--- config.mk ---
export PLATFORM = sky130hd
export DESIGN_NAME = lsu_mem_ctrl
export DESIGN_NICKNAME = d
export VERILOG_FILES = /design/src/rtl/lsu_mem_ctrl.sv
export SDC_FILE = /design/constraint.sdc
export NUM_CORES = 1
export LEC_CHECK = 0
export BUFFER_PORTS_ARGS = -buffer_cell sky130_fd_sc_hd__buf_2
export CAP_MARGIN = 20
export CORE_ASPECT_RATIO = 0.9
export CORE_UTILIZATION = 45
export CTS_BUF_LIST = sky130_fd_sc_hd__clkbuf_4 sky130_fd_sc_hd__clkbuf_8
export DETAILED_ROUTE_END_ITERATION = 7
export GPL_TIMING_DRIVEN = 1
export PLACE_DENSITY = 0.79
export SLEW_MARGIN = 20
export SYNTH_ARGS = -nofsm -noshare
export SYNTH_HDL_FRONTEND = slang
export SYNTH_SLANG_ARGS = --single-unit
--- constraint.sdc ---
create_clock -name clk_i -period 2.2 [get_ports clk_i]
set_input_delay 0.22 -clock clk_i [delete_from_list [all_inputs] [get_ports clk_i]]
set_output_delay 0.22 -clock clk_i [all_outputs]
set_load 0.03 [all_outputs]
--- src/rtl/lsu_mem_ctrl.sv ---
// Load/store initiator between the MEM stage and a word-addressed data memory.
// Byte/half stores are done as read-modify-write; one request is in flight at a time.
module lsu_mem_ctrl #(
    parameter int unsigned WIDTH     = 32,
    parameter int unsigned ADDRWIDTH = 10
) (
    input  logic                 clk_i,
    input  logic                 rst_ni,
    input  logic                 req_valid_i,
    output logic                 req_ready_o,
    input  logic                 req_we_i,
    input  logic [1:0]           req_size_i,
    input  logic                 req_unsigned_i,
    input  logic [31:0]          req_addr_i,
    input  logic [WIDTH-1:0]     req_wdata_i,
    output logic                 resp_valid_o,
    output logic                 resp_err_o,
    output logic [WIDTH-1:0]     resp_rdata_o,
    output logic                 mem_write_d,
    output logic                 mem_read_d,
    output logic [ADDRWIDTH-1:0] addr_d,
    output logic [WIDTH-1:0]     write_data_d,
    input  logic [WIDTH-1:0]     read_data_q
);

    localparam int unsigned AHI = ADDRWIDTH + 2;

    typedef enum logic [2:0] {
        S_IDLE   = 3'd0,
        S_RD     = 3'd1,
        S_RMW_RD = 3'd2,
        S_WR     = 3'd3,
        S_RESP   = 3'd4
    } state_t;

    state_t                r_state;
    state_t                w_next;

    logic [1:0]            r_size;
    logic [1:0]            r_lane;
    logic                  r_unsigned;
    logic [15:0]           r_wdata;

    logic                  r_mem_read;
    logic                  r_mem_write;
    logic                  r_ready;
    logic                  r_resp_valid;
    logic                  r_resp_err;
    logic [WIDTH-1:0]      r_resp_rdata;
    logic [ADDRWIDTH-1:0]  r_addr;
    logic [WIDTH-1:0]      r_write_data;

    logic                  w_mem_read;
    logic                  w_mem_write;
    logic                  w_ready;
    logic                  w_resp_valid;
    logic                  w_resp_err;
    logic [WIDTH-1:0]      w_resp_rdata;
    logic [ADDRWIDTH-1:0]  w_addr;
    logic [WIDTH-1:0]      w_write_data;
    logic                  w_req_err;
    logic                  w_accept;

    // Pick the addressed lane out of a memory word and extend it to WIDTH.
    function automatic logic [WIDTH-1:0] f_extend(
        input logic [WIDTH-1:0] d,
        input logic [1:0]       size,
        input logic [1:0]       lane,
        input logic             uns
    );
        logic [7:0]  b;
        logic [15:0] h;
        b = d[{lane, 3'b000} +: 8];
        h = d[{lane[1], 4'b0000} +: 16];
        case (size)
            2'b00:   f_extend = uns ? {{(WIDTH-8){1'b0}}, b}  : {{(WIDTH-8){b[7]}}, b};
            2'b01:   f_extend = uns ? {{(WIDTH-16){1'b0}}, h} : {{(WIDTH-16){h[15]}}, h};
            default: f_extend = d;
        endcase
    endfunction

    // Replace the addressed byte or halfword lane, leaving the rest of the word intact.
    function automatic logic [WIDTH-1:0] f_merge(
        input logic [WIDTH-1:0] d,
        input logic [15:0]      wd,
        input logic [1:0]       size,
        input logic [1:0]       lane
    );
        f_merge = d;
        if (size == 2'b00) begin
            f_merge[{lane, 3'b000} +: 8] = wd[7:0];
        end else begin
            f_merge[{lane[1], 4'b0000} +: 16] = wd;
        end
    endfunction

    assign w_req_err = (req_size_i == 2'b11)
                     | ((req_size_i == 2'b01) & req_addr_i[0])
                     | ((req_size_i == 2'b10) & (|req_addr_i[1:0]))
                     | (|req_addr_i[31:AHI]);

    assign w_accept = (r_state == S_IDLE) && req_valid_i;

    always_ff @(posedge clk_i or negedge rst_ni) begin
        if (!rst_ni) begin
            r_state <= S_IDLE;
        end else begin
            r_state <= w_next;
        end
    end

    // Next state plus the next value of every registered output.
    always_comb begin
        w_next       = r_state;
        w_mem_read   = 1'b0;
        w_mem_write  = 1'b0;
        w_ready      = 1'b0;
        w_resp_valid = 1'b0;
        w_resp_err   = 1'b0;
        w_resp_rdata = '0;
        w_addr       = r_addr;
        w_write_data = r_write_data;
        case (r_state)
            S_IDLE: begin
                w_ready = 1'b1;
                if (req_valid_i) begin
                    w_ready = 1'b0;
                    w_addr  = req_addr_i[AHI-1:2];
                    if (w_req_err) begin
                        w_next       = S_RESP;
                        w_resp_valid = 1'b1;
                        w_resp_err   = 1'b1;
                    end else if (!req_we_i) begin
                        w_next     = S_RD;
                        w_mem_read = 1'b1;
                    end else if (req_size_i == 2'b10) begin
                        w_next       = S_WR;
                        w_mem_write  = 1'b1;
                        w_write_data = req_wdata_i;
                    end else begin
                        w_next     = S_RMW_RD;
                        w_mem_read = 1'b1;
                    end
                end
            end
            S_RD: begin
                w_next       = S_RESP;
                w_resp_valid = 1'b1;
                w_resp_rdata = f_extend(read_data_q, r_size, r_lane, r_unsigned);
            end
            S_RMW_RD: begin
                w_next       = S_WR;
                w_mem_write  = 1'b1;
                w_write_data = f_merge(read_data_q, r_wdata, r_size, r_lane);
            end
            S_WR: begin
                w_next       = S_RESP;
                w_resp_valid = 1'b1;
            end
            S_RESP: begin
                w_next  = S_IDLE;
                w_ready = 1'b1;
            end
            default: begin
                w_next  = S_IDLE;
                w_ready = 1'b1;
            end
        endcase
    end

    always_ff @(posedge clk_i or negedge rst_ni) begin
        if (!rst_ni) begin
            r_size     <= 2'b00;
            r_lane     <= 2'b00;
            r_unsigned <= 1'b0;
            r_wdata    <= '0;
        end else if (w_accept) begin
            r_size     <= req_size_i;
            r_lane     <= req_addr_i[1:0];
            r_unsigned <= req_unsigned_i;
            r_wdata    <= req_wdata_i[15:0];
        end
    end

    // Enables are one-hot with RD/RMW_RD/WR, so reset drops them immediately.
    always_ff @(posedge clk_i or negedge rst_ni) begin
        if (!rst_ni) begin
            r_mem_read   <= 1'b0;
            r_mem_write  <= 1'b0;
            r_ready      <= 1'b1;
            r_resp_valid <= 1'b0;
            r_resp_err   <= 1'b0;
            r_resp_rdata <= '0;
            r_addr       <= '0;
            r_write_data <= '0;
        end else begin
            r_mem_read   <= w_mem_read;
            r_mem_write  <= w_mem_write;
            r_ready      <= w_ready;
            r_resp_valid <= w_resp_valid;
            r_resp_err   <= w_resp_err;
            r_resp_rdata <= w_resp_rdata;
            r_addr       <= w_addr;
            r_write_data <= w_write_data;
        end
    end

    assign req_ready_o  = r_ready;
    assign resp_valid_o = r_resp_valid;
    assign resp_err_o   = r_resp_err;
    assign resp_rdata_o = r_resp_rdata;
    assign mem_read_d   = r_mem_read;
    assign mem_write_d  = r_mem_write;
    assign addr_d       = r_addr;
    assign write_data_d = r_write_data;

endmodule

==> results by group, run 1 <==
Placed design
  – Input/output buffers: 181
  – Placed inst area: 6350 um^2
  – GP Congestion: 0.910
  – Final HPWL DP: 11600 um
  – DP Cell Count: 841

Routing
  – Routed WL: 15600 um
  – Via density: 5.67
  – Vias: 4869
  – DRT Pass-1 Iters: 6
  – Drc violations: 0
  – Antenna Nets Post-Route: 0
  – Initial DRC Count: 414
  – WL/cell: 18.2 um

Global routing
  – Largest net degree at the start of global routing: 57
  – Vias in the first global route: 4721
  – GRT overflow: 0
  – Global-route wire length before repair: 24600 um
  – Initial antenna violation count: 0
  – Total GRT Usage: 0.271

Critical path
  – CP endpoint kind: register
  – Critical Path Fanout Max: 8
  – Startpoint types: register
  – Critical path arrival: 2.43 ns
  – Crit Path Category: register to register
  – Crit path required time: 2.46 ns
  – R2R depth: 7

Cells and area
  – Nets: 810
  – Fillers: 972
  – P&R area growth vs syn: 28.1%
  – Ant. Diodes: 0
  – Fin area: 6600 um^2
  – Share of layout cells above drive strength 1: 0.396
  – Finished Layout Cells: 859

Clocking
  – Clock transition at path regs: 0.09 ns
  – Setup Fix Bufs, Post-CTS: 0
  – Clk sinks: 103
  – Clk Latency, worst-skew pair: 0.39 ns
  – Inserted Clock Buffers: 9
  – Htree depth: 3
  – CTS tree: done
  – Root Buffer: clkbuf_8
  – Max clock buf depth: 2

Timing
  – # setup viols final: 0
  – Worst relative slew slack: 0.584
  – Hold Vio Cnt, Final: 0
  – Final hold slack: 0.0167 ns
  – Skew final: 0.0101 ns
  – Worst-Margin Slew: 0.624 ns
  – Post-layout minimum cycle time: 2.17 ns
  – Crit share post-route: 0.985
  – Final Max Tran Viols: 0
  – FMAX: 461 MHz
  – RSZ-0062 raised after global routing: yes

Synth
  – Post-synthesis sequential area ratio: 0.501
  – Synthesized flop and latch total: 103
  – Yosys cell types: 52
  – Ys flop type: dfrtp_1
  – Ys Warns: 0
  – Mapped cell area: 5150 um^2
  – Mapped Cells: 516
  – Syn nets: 624
  – Synth async-reset ratio: 1.00
  – Mapped Avg Cell Area: 9.98 um^2
  – Number of flops mapped to enable cells by yosys: 0

Floorplanning
  – Die X: 115 um
  – Die H: 104 um
  – Top Ports: 182
  – Core area: 11000 um^2
  – Die footprint: 11900 um^2
  – Initial Util: 0.469
  – # rows: 36

Power
  – Leak: 3.49 nW
  – Clock Power Share: 0.284
  – Pwr dens: 594 nW/um^2
  – Sw power: 1.22 mW
  – Combinational Power Share: 0.192
  – Internal power: 2.70 mW
  – Max VDD drop: 0.420 mV
  – Flop pwr share: 0.523
  – Pwr Total: 3.92 mW
  – Switch share: 0.311

Worst hold path
  – Hold depth: 3
  – Hold WC Path Type: primary input to register

Run status
  – Status: completed

Job
  – Max-cap violations: 0
[logic make-up after synthesis]
kind of cell	share of synthesized area
buffers and inverters	0.0632
flip-flops	0.501
adder cells (fa/ha/maj)	0.0121
AND/OR/NAND/NOR	0.153
AO/OA/AOI/OAI	0.243
multiplexers	0.0282
[flip-flops by register name (all words and copies together) (netlist names)]
signal / cells
r_unsigned: 1
resp_err_o: 1
r_wdata: 16
mem_read_d: 1
addr_d: 10
resp_rdata_o: 32
r_state: 3
r_lane: 2
r_size: 2
req_ready_o: 1
resp_valid_o: 1
mem_write_d: 1
write_data_d: 32
[power by group through the flow]
| stage | Combinational (mW) | Sequential (mW) | Clock, mW |
|---|---|---|---|
| final | 0.753 | 2.05 | 1.11 |
| after global routing | 0.815 | 2.06 | 1.21 |
| after CTS | 0.732 | 2.04 | 1.13 |
| after detailed placement | 0.726 | 2.08 | 0 |
| after global placement | 0.697 | 2.08 | 0 |
| after floorplan | 0.349 | 2.12 | 0 |
[Yosys cell counts, drive strengths merged (4+ instances only)]
master,number,area share
a21oi,4,0.0039
inv,44,0.032
dfrtp,102,0.50
a21boi,7,0.010
a221oi,63,0.14
o2bb2ai,7,0.012
o21ai,40,0.039
nand2,89,0.065
a222oi,7,0.014
nor3,4,0.0039
clkbuf,26,0.019
ha,5,0.012
nor4,6,0.0085
nor2,49,0.036
mux2,10,0.022
buf,9,0.012
[per-stage QoR]
stage	worst slack [ns]	setup TNS, ns	util
floorplan	0.0532	0	-
CTS	0.0647	0	0.598
detailed placement	-0.0224	-0.0497	0.578
global route	-0.0249	-0.0569	0.600
global placement	0.0304	0	0.578
finish	0.0325	0	0.600
[cell usage in the layout (no fill, tap or decap), types with 2 or more instances in the layout]
| cell | count |
|---|---|
| a21boi_0 | 7 |
| and3_1 | 2 |
| nor3b_2 | 2 |
| a221oi_2 | 31 |
| nor2b_1 | 2 |
| nand2b_1 | 3 |
| a21oi_1 | 4 |
| nand2_1 | 89 |
| buf_4 | 25 |
| clkbuf_8 | 10 |
| buf_2 | 180 |
| nor3_1 | 4 |
| nor2_1 | 49 |
| a221oi_1 | 32 |
| o21ai_1 | 5 |
| o21ai_0 | 34 |
| nor4_1 | 5 |
| buf_12 | 3 |
| o22ai_1 | 3 |
| or2_2 | 2 |
| ha_1 | 5 |
| mux2_2 | 10 |
| o2bb2ai_1 | 7 |
| a222oi_1 | 7 |
| clkinv_2 | 3 |
| dfrtp_1 | 102 |
| nand3_1 | 2 |
| inv_1 | 44 |
| or3b_2 | 2 |
| o21a_1 | 3 |
[worst paths after layout]
kind | from | to | slack (ns)
setup reg to reg | r_lane[1]$_DFFE_PN0P_ | write_data_d[17]$_DFFE_PN0P_ | 0.03
setup / recovery | r_lane[1]$_DFFE_PN0P_ | write_data_d[17]$_DFFE_PN0P_ | 0.03
min in group asynchronous | rst_ni | write_data_d[20]$_DFFE_PN0P_ | 0.38
hold reg to reg | addr_d[4]$_DFFE_PN0P_ | addr_d[4]$_DFFE_PN0P_ | 0.48
max in group asynchronous | rst_ni | req_ready_o$_DFF_PN1_ | 1.03
hold / removal | req_addr_i[6] | addr_d[4]$_DFFE_PN0P_ | 0.02
[timing repair]
action / in CTS / in global routing
setup endpoints to repair: 10 / 28
gates cloned: 1 / 0
hold endpoints to repair: 47 / 0
hold buffers: 1 / 0
gates resized for setup: 1 / 6
pin swaps: 0 / 0
[layer usage]
metal | global-route usage | share of wire | vias to the layer above
met5 | 0 | 0 | -
li1 | - | - | 2225
met3 | 0.0696 | 0.084 | 39
met4 | 0.0853 | 0.025 | 0
met1 | 0.343 | 0.41 | 2313
met2 | 0.452 | 0.49 | 292
[cell type report]
| class | instances | area [um^2] | share of cell area |
|---|---|---|---|
| Sequential cell | 103 | 2580 | 0.391 |
| Multi-Input combinational cell | 334 | 2300 | 0.348 |
| Timing Repair Buffer | 210 | 1190 | 0.180 |
| Tap cell | 152 | 190 | 0.0288 |
| Inverter | 44 | 165 | 0.0250 |
| Clock buffer | 11 | 145 | 0.0220 |
| Clock inverter | 5 | 32.5 | 0.00493 |
[critical path, stage by stage, from the launching register on]
cell and delay [ns]:
dfrtp_1 0.39, inv_1 0.17, ha_1 0.28, nor2b_1 0.17
a41o_1 0.37, a221oi_1 0.44, buf_4 0.20, a221oi_2 0.03
No activity file was read; power rests on OpenSTA's default activity.
==> run 2, diff against run 1 <==
REMOVE_ABC_BUFFERS = 1   (was not set)
==> results by group, run 2 (synthesis gave the netlist of run 1 again) <==
Run status
  – Status: completed

Cells and area
  – P&R area growth vs syn: 27.4%
  – Nets: 810 (unchanged)
  – Commonest non-fill, non-tap cell in the layout: buf_2
  – Ant. Diodes: 0 (unchanged)
  – Commonest non-fill, non-tap cells in the layout: buf_2 (180), dfrtp_1 (102), nand2_1 (89)
  – Share of layout cells above drive strength 1: 0.390 (-0.00566)

Routing
  – Antenna Nets Post-Route: 0 (unchanged)
  – DRT Pass-1 Iters: 6 (unchanged)
  – Routed WL: 15500 um (-0.56%)
  – Initial DRC Count: 346 (-16%)
  – WL/cell: 18.1 um (-0.56%)
  – Vias: 4799 (-1.4%)
  – Drc violations: 0 (unchanged)
  – Via density: 5.59 (-1.4%)

Timing
  – RSZ-0062 raised after global routing: no
  – Crit share post-route: 0.947 (-0.0380)
  – # setup viols final: 0 (unchanged)
  – Hold Vio Cnt, Final: 0 (unchanged)
  – Setup ws final: 0.116 ns (+0.0836 ns)
  – Worst-Margin Slew: 0.604 ns (-0.0206 ns)
  – Post-layout minimum cycle time: 2.08 ns (-0.0836 ns)
  – Final Max Tran Viols: 0 (unchanged)
  – Worst relative slew slack: 0.597 (+0.0138)
  – FMAX: 480 MHz (+4.0%)
  – Skew final: 0.0129 ns (+0.00288 ns)
  – Final hold slack: 0.0350 ns (+0.0183 ns)

Power
  – Leak: 3.45 nW (-1.0%)
  – Max VDD drop: 0.302 mV (-28%)
  – Pwr dens: 600 nW/um^2 (+1.1%)

Clocking
  – Htree depth: 3 (unchanged)
  – Inserted Clock Buffers: 9 (unchanged)
  – Clk Latency, worst-skew pair: 0.37 ns (-0.02 ns)
  – CTS tree: done
  – Max clock buf depth: 2 (unchanged)
  – Setup Fix Bufs, Post-CTS: 0 (unchanged)
  – Root Buffer: clkbuf_8
  – Clock transition at path regs: 0.10 ns (about the same)
  – Clk sinks: 103 (unchanged)

Global routing
  – GRT overflow: 0 (unchanged)
  – Vias in the first global route: 4650 (-1.5%)
  – Largest net degree at the start of global routing: 47 (-18%)
  – Global-route wire length before repair: 24500 um (-0.70%)
  – Initial antenna violation count: 0 (unchanged)
  – Total GRT Usage: 0.268 (-0.00284)

Critical path
  – Crit path required time: 2.44 ns (-0.02 ns)
  – R2R depth: 5 (-2)
  – CP endpoint kind: register
  – Startpoint types: register
  – Critical path arrival: 2.33 ns (-0.10 ns)
  – Critical Path Fanout Max: 32 (+24)
  – Crit Path Category: register to register

Floorplanning
  – Core area: 11000 um^2 (unchanged)
  – Die H: 104 um (unchanged)
  – Top Ports: 182 (unchanged)
  – Die footprint: 11900 um^2 (unchanged)
  – # rows: 36 (unchanged)
  – Initial Util: 0.469 (unchanged)
  – Die X: 115 um (unchanged)

Placed design
  – GP Congestion: 0.927 (+1.8%)
  – Final HPWL DP: 11700 um (+0.80%)
  – Input/output buffers: 181 (unchanged)
  – Setup WS pre-CTS: -0.123 ns (-0.101 ns)

Worst hold path
  – Hold depth: 3 (unchanged)
  – Hold WC Path Type: primary input to register

Job
  – Max-cap violations: 0 (unchanged)
run 2: cell types whose count changed in the layout (fill, tap and decap cells not counted), moves of 2 or more:
cell	previous run	this run
a221oi_1	32	34
clkinv_2	3	0
a221oi_2	31	29
buf_6	0	2
clkinvlp_4	0	3
run 2: where the power goes:
part	internal (mW)	leakage (nW)	switching, mW
logic	0.281	1.99	0.470
registers	1.97	1.38	0.0848
clock network	0.463	0.0860	0.668
total	2.72	3.45	1.22
run 2: final cells by class:
| cell class | instances | area [um^2] |
|---|---|---|
| clock buffer | 11 | 145 |
| clock inverter | 5 | 40.0 |
| fill | 973 | 4430 |
| inverter | 44 | 165 |
| multi-input combinational | 334 | 2270 |
| sequential | 103 | 2580 |
| tap | 152 | 190 |
| timing repair buffer | 210 | 1170 |
run 2: worst max-delay path, stage by stage, from the launching register on:
cell and delay [ns]:
dfrtp_1 0.42, buf_4 0.17, or4b_1 0.60, nor4_4 0.34, buf_12 0.28, a221oi_1 0.13
run 2: what timing repair did:
item | in CTS | in global routing
pin swaps | 0 | 0
hold endpoints to repair | 43 | 0
setup endpoints to repair | 29 | 9
hold buffers | 1 | 0
gates resized for setup | 2 | 2
run 2: worst paths after layout:
kind	slack (ns)	startpoint	to
max	0.12	r_state[0]$_DFFE_PN0P_	write_data_d[10]$_DFFE_PN0P_
min	0.04	req_addr_i[6]	addr_d[4]$_DFFE_PN0P_
max reg2reg	0.12	r_state[0]$_DFFE_PN0P_	write_data_d[10]$_DFFE_PN0P_
min reg2reg	0.48	addr_d[2]$_DFFE_PN0P_	addr_d[2]$_DFFE_PN0P_
max in group asynchronous	1.10	rst_ni	write_data_d[19]$_DFFE_PN0P_
min in group asynchronous	0.39	rst_ni	resp_rdata_o[17]$_DFF_PN0_
run 2: through the flow:
stage                     power, mW  area [um^2]  cells   util  setup TNS, ns
after detailed placement       2.83         6350    842  0.578          -2.07
final                          3.94         6560    859  0.597              0
after global routing           4.10         6560    859  0.597              0
after CTS                      3.94         6550    859  0.596              0
after global placement         2.80         6350    842  0.578         -0.435
after floorplan                2.45         4990    481      -         -72.42
run 2: routing by layer:
layer,wire length [um],share of wire,vias to the layer above,track usage
met1,6630,0.43,2255,0.361
met5,0,0,-,0
met4,392,0.025,0,0.0928
met2,7170,0.46,282,0.422
met3,1340,0.086,27,0.0655
li1,-,-,2235,-
==> run 3, diff against run 2 <==
HOLD_SLACK_MARGIN = 0.08   (was not set)
==> results by group, run 3 (synthesis gave the netlist of run 1 again) <==
Run status
  – Status: completed

Placed design
  – Placed inst area: 6350 um^2 (unchanged)
  – Input/output buffers: 181 (unchanged)
  – GP Congestion: 0.927 (unchanged)
  – Final HPWL DP: 11700 um (unchanged)

Power
  – Leak: 3.54 nW (+2.5%)
  – Max VDD drop: 0.308 mV (+1.8%)
  – Pwr dens: 587 nW/um^2 (-2.3%)

Clocking
  – CTS tree: done
  – Root Buffer: clkbuf_8
  – Inserted Clock Buffers: 9 (unchanged)
  – Clock transition at path regs: 0.10 ns (about the same)
  – Clk sinks: 103 (unchanged)
  – Max clock buf depth: 2 (unchanged)
  – Htree depth: 3 (unchanged)
  – Clk Latency, worst-skew pair: 0.37 ns (about the same)

Floorplanning
  – Die H: 104 um (unchanged)
  – Die X: 115 um (unchanged)
  – Top Ports: 182 (unchanged)
  – Initial Util: 0.469 (unchanged)
  – Die footprint: 11900 um^2 (unchanged)
  – # rows: 36 (unchanged)
  – Core area: 11000 um^2 (unchanged)

Global routing
  – Largest net degree at the start of global routing: 47 (unchanged)
  – Initial antenna violation count: 0 (unchanged)
  – Total GRT Usage: 0.275 (+0.00695)
  – Vias in the first global route: 4812 (+3.5%)
  – Global-route wire length before repair: 25200 um (+2.8%)
  – GRT overflow: 0 (unchanged)

Critical path
  – Crit Path Category: register to register
  – Crit path required time: 2.44 ns (about the same)
  – Critical Path Fanout Max: 8 (-75%)
  – Slowest CP cell: a221oi_1
  – Delay-heaviest family, CP: compound AO/OA/AOI/OAI gates
  – Critical path buffers and inverters: 1 (-1)
  – Max stage delay on crit path: 0.52 ns (-0.08 ns)
  – Worst path cell trace: inv_1, ha_1, nor2b_1, a41o_1, a221oi_1, a221oi_2
  – Startpoint types: register
  – Critical path arrival: 2.33 ns (about the same)
  – CP endpoint kind: register

Cells and area
  – Ant. Diodes: 0 (unchanged)
  – Share of layout cells above drive strength 1: 0.379 (-0.0113)
  – P&R area growth vs syn: 31.5%
  – Nets: 831 (+2.6%)
  – Commonest non-fill, non-tap cell in the layout: buf_2
  – Area of the multi-input gates: 2270 um^2 (unchanged)
  – Core Util, Final: 0.616 (+0.0191)
  – Fin area: 6770 um^2 (+3.2%)
  – Register area: 2580 um^2 (unchanged)
  – Fillers: 944 (-3.0%)
  – Commonest non-fill, non-tap cells in the layout: buf_2 (180), dfrtp_1 (102), nand2_1 (89)

Routing
  – DRT Pass-1 Iters: 6 (unchanged)
  – Met3 WL: 1300 um (-3.6%)
  – WL/cell: 18.2 um (+0.62%)
  – Drc violations: 0 (unchanged)
  – Uppermost routed layer: met4
  – Via density: 5.58 (-0.13%)
  – Antenna Nets Post-Route: 0 (unchanged)
  – Met1 wire length: 6830 um (+3.1%)
  – Routed WL: 16000 um (+3.1%)
  – Initial DRC Count: 434 (+25%)
  – Met2 wire len: 7470 um (+4.1%)
  – Vias: 4910 (+2.3%)

Job
  – Max-cap violations: 0 (unchanged)

Timing
  – Crit share post-route: 0.949 (+0.00220)
  – FMAX: 479 MHz (-0.23%)
  – RSZ-0062 raised after global routing: no
  – Final Max Tran Viols: 0 (unchanged)
  – Worst relative slew slack: 0.601 (+0.00384)
  – # setup viols final: 0 (unchanged)
  – Hold Vio Cnt, Final: 0 (unchanged)
  – Worst-Margin Slew: 0.583 ns (-0.0208 ns)
  – Post-layout minimum cycle time: 2.09 ns (+0.00484 ns)
  – Skew final: 0.0109 ns (-0.00204 ns)
  – Final TNS setup: 0 ns (unchanged)

Worst hold path
  – Hold WC Path Type: primary input to register
## run 3: changes by cell type in the layout (fill, tap and decap cells not counted), sizes merged
| cell | change |
|---|---|
| dlygate4sd3 | +21 |
## run 3: power breakdown
group          internal (mW)  switching [mW]  total (mW)  leakage [nW]
clock                  0.463           0.665        1.13        0.0860
combinational          0.305           0.479       0.784          2.07
sequential              1.97          0.0879        2.06          1.38
## run 3: cell type report
type,instances,share of cell area
inverter,44,0.0244
tap,152,0.0281
clock inverter,5,0.00591
multi-input combinational,334,0.335
clock buffer,11,0.0214
timing repair buffer,231,0.204
sequential,103,0.381
## run 3: path summary, 6_finish.rpt
kind | slack (ns) | from | endpoint | cells after the start
min in group asynchronous | 0.38 | rst_ni | resp_rdata_o[17]$_DFF_PN0_ | 2
min | 0.09 | req_wdata_i[21] | write_data_d[21]$_DFFE_PN0P_ | 3
max reg2reg | 0.11 | r_lane[1]$_DFFE_PN0P_ | write_data_d[21]$_DFFE_PN0P_ | 6
max | 0.11 | r_lane[1]$_DFFE_PN0P_ | write_data_d[21]$_DFFE_PN0P_ | 6
max in group asynchronous | 1.11 | rst_ni | write_data_d[19]$_DFFE_PN0P_ | 3
min reg2reg | 0.48 | addr_d[2]$_DFFE_PN0P_ | addr_d[2]$_DFFE_PN0P_ | 2
## run 3: through the flow
stage	std cells	power, mW	setup slack (ns)	hold slack (ns)
4_1_cts	880	3.97	0.0476	0.0811
3_3_place_gp	842	2.80	-0.0293	0.260
5_1_grt	880	4.14	0.0258	0.0836
2_1_floorplan	481	2.45	-2.37	-0.0756
3_5_place_dp	842	2.83	-0.123	0.266
6_report	880	3.97	0.111	0.0889
## run 3: worst reg2reg max path: stages, from the launching register on
cell and delay (ns):
dfrtp_1 0.39, inv_1 0.18, ha_1 0.29, nor2b_1 0.17
a41o_1 0.37, a221oi_1 0.52, a221oi_2 0.06
## run 3: metal layers
| layer | track usage | vias up |
|---|---|---|
| met5 | 0 | - |
| li1 | - | 2275 |
| met1 | 0.366 | 2328 |
| met4 | 0.0974 | 0 |
| met3 | 0.0650 | 33 |
| met2 | 0.438 | 274 |
## run 3: what timing repair did
item                                    4_1_cts  5_1_grt
gates resized for setup                       2        2
hold endpoints to repair                     64        0
hold buffers                                 22        0
buffers inserted                              0        0
endpoints found under the setup margin       29        9
